===== src/rtl/ysyx_040750_rr_arb_mux.sv =====
// Registered M-channel arbitrating selector: a round-robin or fixed-priority arbiter picks one
// valid input, and that word is loaded into a one-entry output register with a valid/ready handshake.
module ysyx_040750_rr_arb_mux #(
   parameter int N  = 64,
   parameter int M  = 4,
   parameter int RR = 1
) (
   input  logic           I_sys_clk,
   input  logic           I_rst,
   input  logic           I_flush,
   input  logic [M-1:0]   I_req_valid,
   input  logic [N*M-1:0] I_req_data,
   output logic [M-1:0]   O_req_ready,
   output logic           O_valid,
   output logic [N-1:0]   O_data,
   output logic [M-1:0]   O_grant,
   input  logic           I_ready
);

   localparam int            PW       = (M > 1) ? $clog2(M) : 1;
   localparam logic [PW-1:0] LAST_RST = PW'(M - 1);

   logic          r_valid;
   logic [N-1:0]  r_data;
   logic [M-1:0]  r_grant;
   logic [PW-1:0] r_last;

   logic          w_can_load;
   logic          w_xfer;
   logic [M-1:0]  w_mask;
   logic [M-1:0]  w_req_hi;
   logic [M-1:0]  w_gnt;
   logic [PW-1:0] w_gnt_idx;
   logic [N-1:0]  w_sel_data;

   // Isolate the lowest set bit (two's complement trick).
   function automatic logic [M-1:0] f_lowest(input logic [M-1:0] v);
      return v & (~v + M'(1));
   endfunction

   assign w_can_load = !r_valid || I_ready;

   // Channels strictly above the pointer get first pick; otherwise wrap to the lowest requester.
   always_comb begin
      // NOTE: every combinational output gets a default before any conditional write, so no latch is inferred.
      w_mask = '0;
      for (int i = 0; i < M; i++) begin
         w_mask[i] = (PW'(i) > r_last);
      end
   end

   assign w_req_hi = I_req_valid & w_mask;

   always_comb begin
      w_gnt = '0;
      if (RR != 0) begin
         w_gnt = (|w_req_hi) ? f_lowest(w_req_hi) : f_lowest(I_req_valid);
      end else begin
         w_gnt = f_lowest(I_req_valid);
      end
   end

   // AND-OR select and index encode, both driven directly by the one-hot grant.
   always_comb begin
      w_sel_data = '0;
      w_gnt_idx  = '0;
      for (int i = 0; i < M; i++) begin
         w_sel_data = w_sel_data | ({N{w_gnt[i]}} & I_req_data[i*N +: N]);
         if (w_gnt[i]) begin
            w_gnt_idx = w_gnt_idx | PW'(i);
         end
      end
   end

   assign O_req_ready = (w_can_load && !I_flush && !I_rst) ? w_gnt : '0;
   assign w_xfer      = |O_req_ready;

   always_ff @(posedge I_sys_clk) begin
      // NOTE: sequential state uses non-blocking assignments so every register samples pre-edge values.
      if (I_rst) begin
         r_valid <= 1'b0;
         r_data  <= '0;
         r_grant <= '0;
         r_last  <= LAST_RST;
      end else if (I_flush) begin
         r_valid <= 1'b0;
         r_grant <= '0;
      end else if (w_can_load) begin
         if (w_xfer) begin
            r_valid <= 1'b1;
            r_data  <= w_sel_data;
            r_grant <= w_gnt;
            if (RR != 0) begin
               r_last <= w_gnt_idx;
            end
         end else begin
            r_valid <= 1'b0;
            r_grant <= '0;
         end
      end
   end

   assign O_valid = r_valid;
   assign O_data  = r_data;
   assign O_grant = r_grant;

   a_ready_onehot : assert property (@(posedge I_sys_clk) $onehot0(O_req_ready));
   a_grant_valid  : assert property (@(posedge I_sys_clk) disable iff (I_rst)
                                     (O_valid ? $onehot(O_grant) : (O_grant == '0)));

endmodule


===== config.mk =====
export PLATFORM = sky130hd
export DESIGN_NAME = ysyx_040750_rr_arb_mux
export DESIGN_NICKNAME = d
export VERILOG_FILES = /design/src/rtl/ysyx_040750_rr_arb_mux.sv
export SDC_FILE = /design/constraint.sdc
export NUM_CORES = 1
export LEC_CHECK = 0
export CORE_AREA = 2 2 131 133
export DETAILED_ROUTE_END_ITERATION = 12
export DIE_AREA = 0 0 133 135
export DONT_BUFFER_PORTS = 1
export PLACE_DENSITY = 0.47
export SLEW_MARGIN = 30
export SYNTH_ARGS = -nofsm -noshare
export SYNTH_HDL_FRONTEND = slang
export SYNTH_SLANG_ARGS = --single-unit

===== constraint.sdc =====
create_clock -name I_sys_clk -period 5.7 [get_ports I_sys_clk]
set_input_delay 1.14 -clock I_sys_clk [delete_from_list [all_inputs] [get_ports I_sys_clk]]
set_output_delay 1.14 -clock I_sys_clk [all_outputs]
set_load 0.01 [all_outputs]

==> reports/metrics.cfg, run 1 <==
[detailed_routing]
dr.pass1.iters = 7
drtIter0Drc = 430
routedWlPerCell_um = 24.99
drt_wl_total_mm = 22.02
num_vias = 5791
detail-route-antenna-nets = 0
drc = 0
viasPerCell = 6.573

[logic_synthesis]
ys_seq_elements = 71
synth_area_per_cell_um2 = 7.551
synth_common_cells = nand3_1, a211oi_1, dfxtp_1, nand2_1, o21bai_1
synthDistinctLibCells = 31
seq_area_frac_synth_pct = 25.44
synthArstFlopShare_pct = 0
synthesis.area_um2 = 5588
synth_area_leader_cell = dfxtp_1
ys.flop_type = dfxtp_1
yosysMostFrequentCell = nand3_1
synth_top_cell_area_share_pct = 25.44
synth_edf_count = 0
synth_area_leaders = dfxtp_1, nand3_1, a211oi_2, a211oi_1, o21bai_1
synth_cells = 740
syn_nets = 1004
yosysWarnings = 0

[timing]
min_period_over_period_pct = 63.20
hold_viol = 0
maxSlewHeadroom_pct = 45.39
setup_viol = 0
fin_worst_skew_ns = 0.007264
rsz0062_at_grt = false
setup_ws_ns = 2.097
fmax_ghz = 0.2776
slew_violations = 0
setup_tns_ns = 0
tightest_slew_ns = 0.8192
fin_crit_ns = 3.603
hold_ws_ns = 0.5055

[cts]
clockBufferDepth = 2
holdBufCountCts = 0
clkSinkCount = 71
htreeDepth = 3
postCtsResizedCells = 0
cts_tree = built
cts_root_buf = clkbuf_16
insertion_delay_ns = 0.35
cts_buffers = 9
path_clk_slew_ns = 0.06
post_cts.repair.setup_buffers = 0

[global_route]
grt_pass1_vias = 5932
grt_max_degree = 75
grt_use_total_pct = 23.64
antenna_found_initial = 0
grt_pass1_wl_mm = 33.50
overflow = 0

[job]
drv_cap = 0

[pwr]
pwr-share-clk_pct = 42.9
irDropWorstVdd_v = 0.0001322
power_mw = 1.511
p_int_mw = 1.043
p_seq_share_pct = 38.2
p_switching_mw = 0.4684
power.density_nw_per_um2 = 259.0
p_sw_share_pct = 30.99
p_leak_nw = 2.106
combPwrFrac_pct = 18.9

[critical_path]
cp.arrival_ns = 2.46
start_kind = input port
required_ns = 4.56
critPathCaptureType = output port
crit_chain = a21o_2 > buf_4 > a211oi_1 > nor2b_1
worst_path_max_delay_cell = a211oi_1
crit_family = compound AO/OA/AOI/OAI gates
crit_path_start = I_req_valid[3]
ff2ff_setup_slack_ns = 3.17
r2r_cells = 6
cpPeakStageDelay_ns = 0.45
reg2reg_from = r_last[0]
crit_buf_inv = 1
critical_path_peak_fanout = 74
critPathKind = input port to output port
r2r-end = O_data[63]

[layout]
post-route-cell-area_um2 = 5834
fill_cells = 1761
nets = 920
area_delta_synth_final_pct = 4.411
drive_above_1_share_pct = 12.71
diodes = 0

[place]
port_buffers = 0
place_ws_ns = 2.120
gp_congestion = 0.8680
hpwlAfterDp_mm = 13.98
placed_cell_area_um2 = 5478

[die]
coreArea_um2 = 16410
io_pins = 337
start_util_pct = 34.06
dieArea_um2 = 17960
die_w_um = 133
rows = 47
dieHeight_um = 135

[run_status]
status = complete, no violations

[min_path]
whs_path_depth = 2
min_path_type = flop to flop
hold_start = O_grant[1]
hold_end = O_grant[1]

-- state kept, by name (all words and copies together) (netlist names) --
name	count
O_data	64
O_grant	4
r_last	2
O_valid	1
-- power by group through the flow --
stage / combinational [mW] / sequential [mW] / clock, mW
2_1_floorplan: 0.266 / 0.576 / 0
3_3_place_gp: 0.275 / 0.588 / 0
3_5_place_dp: 0.281 / 0.589 / 0
4_1_cts: 0.282 / 0.578 / 0.661
5_1_grt: 0.310 / 0.582 / 0.683
6_report: 0.285 / 0.577 / 0.649
-- cell type report --
type	instances	area [um2]	area share, %
multi-input cells	562	3710	63.59
flip-flops and latches	71	1421	24.36
well taps	220	275.3	4.718
clock buffers	11	252.7	4.332
repair buffers	9	83.83	1.437
clock inverters	5	80.08	1.373
inverters	3	11.26	0.1930
-- worst max path at each step --
stage	to	slack, ns	cells after the start
floorplan	O_req_ready[2]	2.18	6
global placement	O_req_ready[2]	2.16	4
detailed placement	O_req_ready[2]	2.12	4
CTS	O_req_ready[2]	2.11	4
global route	O_req_ready[2]	2.09	4
finish	O_req_ready[2]	2.10	4
-- tightest hold or removal path, stage by stage, from the launching register on --
cell and delay (ns):
dfxtp_1 0.34, nand2_1 0.07, a21oi_1 0.05
-- cells by family (layout without fill, tap and decap cells) --
logic type	Yosys count	in the layout	synth area share (%)
AO/OA/AOI/OAI	274	274	39.61
flip-flops	71	71	25.44
AND/OR/NAND/NOR	288	288	25.95
buffers and inverters	107	28	9.001
-- stage by stage --
stage	utilization, %	instances
2_1_floorplan	-	740
3_3_place_gp	33.39	864
3_5_place_dp	33.39	864
4_1_cts	35.42	880
5_1_grt	35.56	881
6_report	35.56	881
-- cell usage in the layout (no fill, tap or decap), types with 2 or more instances in the layout --
master	netlist	final
a211oi_2	49	49
nand3_1	132	132
o21bai_1	66	65
buf_4	3	7
clkinvlp_4	0	2
bufinv_16	0	2
nand2_1	71	71
nor2b_1	4	4
dfxtp_1	71	71
inv_1	3	2
a31oi_1	64	64
a21oi_1	7	7
nand2b_1	5	5
clkbuf_8	0	2
and3_1	64	64
clkbuf_16	0	9
nor2_1	5	5
a211oi_1	80	80
-- per-layer routing --
metal  vias to the layer above  GRT usage (%)  share of wire (%)
li1                       2649              -                  -
met2                       358          40.53                 48
met5                         -              0                  0
met4                         0          9.797                3.0
met1                      2733          26.88                 38
met3                        51          8.221                 11
Note: power is estimated with default switching activity, not from simulation.
==> inputs of run 2 (changes only) <==
Clock period 5.7 ns to 3.4 ns, I/O delays scaled along.
==> run 2 against run 1 <==
  * Power is 78% higher
  * Worst hold slack lost 0.046 ns
  * Wire length up 0.83%
  * Sequential power rose by 68%
  * Global-route usage fell by 0.11 points
  * Via count decreased by 0.36%
  * Register-to-register slack worse by 2.0 ns
  * Non-clock buffer count rose by 2
  * Sequential share of layout area down 0.27 points
  * Clock-buffer cell count is the same
  * Critical path type is now flop to output port
  * Largest power group unchanged
  * Highest routed layer unchanged
==> reports/metrics.cfg, run 2 (same netlist as run 1, synthesis figures left out) <==
[run_status]
status = complete, no violations

[layout]
nets = 922
final_cell_mix = nand3_1, a211oi_1, dfxtp_1, nand2_1, o21bai_1
final_core_util_pct = 35.96
layout_commonest_cell = nand3_1
drive_above_1_share_pct = 12.97
post-route-cell-area_um2 = 5899
largest_reg_flops = 64
area_delta_synth_final_pct = 5.575

[place]
hpwlAfterDp_mm = 14.51
gp_congestion = 0.9798
port_buffers = 0
place_ws_ns = 1.017
placed_cell_area_um2 = 5513

[critical_path]
start_kind = flop
r2r-end = O_data[19]
required_ns = 2.72
critPathCaptureType = output port
critPathKind = flop to output port
ff2ff_setup_slack_ns = 1.20
critical_path_peak_fanout = 37
cp.arrival_ns = 1.88
reg2reg_from = r_last[1]
r2r_cells = 4

[pwr]
p_leak_nw = 2.140
power_mw = 2.683
irDropWorstVdd_v = 0.0002091
power.density_nw_per_um2 = 454.8

[global_route]
grt_max_degree = 75
overflow = 0
grt_pass1_vias = 5945
grt_use_total_pct = 23.53
antenna_found_initial = 1
grt_pass1_wl_mm = 33.35

[die]
rows = 47
die_w_um = 133
io_pins = 337
dieHeight_um = 135
coreArea_um2 = 16410
dieArea_um2 = 17960
start_util_pct = 34.06

[detailed_routing]
drtIter0Drc = 422
routedWlPerCell_um = 25.11
viasPerCell = 6.527
dr.pass1.iters = 6
detail-route-antenna-nets = 0
drt_wl_total_mm = 22.20
num_vias = 5770
drc = 0

[min_path]
whs_path_depth = 2
min_path_type = input port to flop
hold_end = r_last[1]
hold_start = I_rst

[timing]
hold_viol = 0
setup_viol = 0
setup_tns_ns = 0
maxSlewHeadroom_pct = 49.68
fmax_ghz = 0.3908
rsz0062_at_grt = false
slew_violations = 0
tightest_slew_ns = 0.7548
setup_ws_ns = 0.8411
fin_worst_skew_ns = 0.01061
min_period_over_period_pct = 75.26
fin_crit_ns = 2.559

[cts]
htreeDepth = 3
insertion_delay_ns = 0.35
cts_buffers = 9
clkSinkCount = 71
cts_root_buf = clkbuf_16
postCtsResizedCells = 0
post_cts.repair.setup_buffers = 0
cts_tree = built
holdBufCountCts = 0
clockBufferDepth = 2
path_clk_slew_ns = 0.06

[job]
drv_cap = 0

run 2: changes by cell type in the layout (fill, tap and decap cells not counted), sizes merged:
cell	previous run	this run
buf	9	11
bufinv	2	4
clkinv	1	0
clkinvlp	2	1
diode	0	1
run 2: how the worst max path moves through the flow:
stage	start	to	slack [ns]	cells after the start
3_3_place_gp	I_req_valid[1]	O_data[63]	1.04	4
6_report	r_last[0]	O_req_ready[2]	0.84	3
4_1_cts	r_last[0]	O_req_ready[2]	0.83	3
3_5_place_dp	I_flush	O_data[56]	1.02	5
5_1_grt	r_last[0]	O_req_ready[2]	0.76	3
2_1_floorplan	I_req_valid[1]	O_req_ready[2]	0.80	6
run 2: final cells by class:
type | instances | area [um2]
inverter | 3 | 11.26
tap | 220 | 275.3
antenna | 1 | 2.502
fill | 1714 | 10510
timing repair buffer | 11 | 98.84
clock buffer | 11 | 252.7
clock inverter | 5 | 127.6
multi-input combinational | 562 | 3710
sequential | 71 | 1421
run 2: critical path, cell delays in order (launching register included):
cell and delay, ns:
dfxtp_1 0.42, inv_2 0.31, a211oi_1 0.49, nor2b_1 0.31
run 2: per-stage QoR:
| step | hold slack, ns | std cells |
|---|---|---|
| after global routing | 0.4392 | 884 |
| after CTS | 0.4336 | 883 |
| after floorplan | 0.4761 | 740 |
| after detailed placement | 0.4986 | 867 |
| final | 0.4600 | 884 |
| after global placement | 0.5038 | 866 |
run 2: per-layer routing:
metal  global-route usage (%)  routed length, um  vias to the layer above
met5                        0                  0                        -
met4                    11.59                740                        0
met3                    6.719               2218                       45
li1                         -                  -                     2655
met1                    27.26               8424                     2705
met2                    39.93              10810                      365
run 2: where the power goes:
group | internal (mW) | switching, mW | leakage (nW)
Combinational | 0.177 | 0.309 | 1.37
Sequential | 0.892 | 0.0770 | 0.584
Clock | 0.832 | 0.396 | 0.182
Total | 1.90 | 0.782 | 2.14
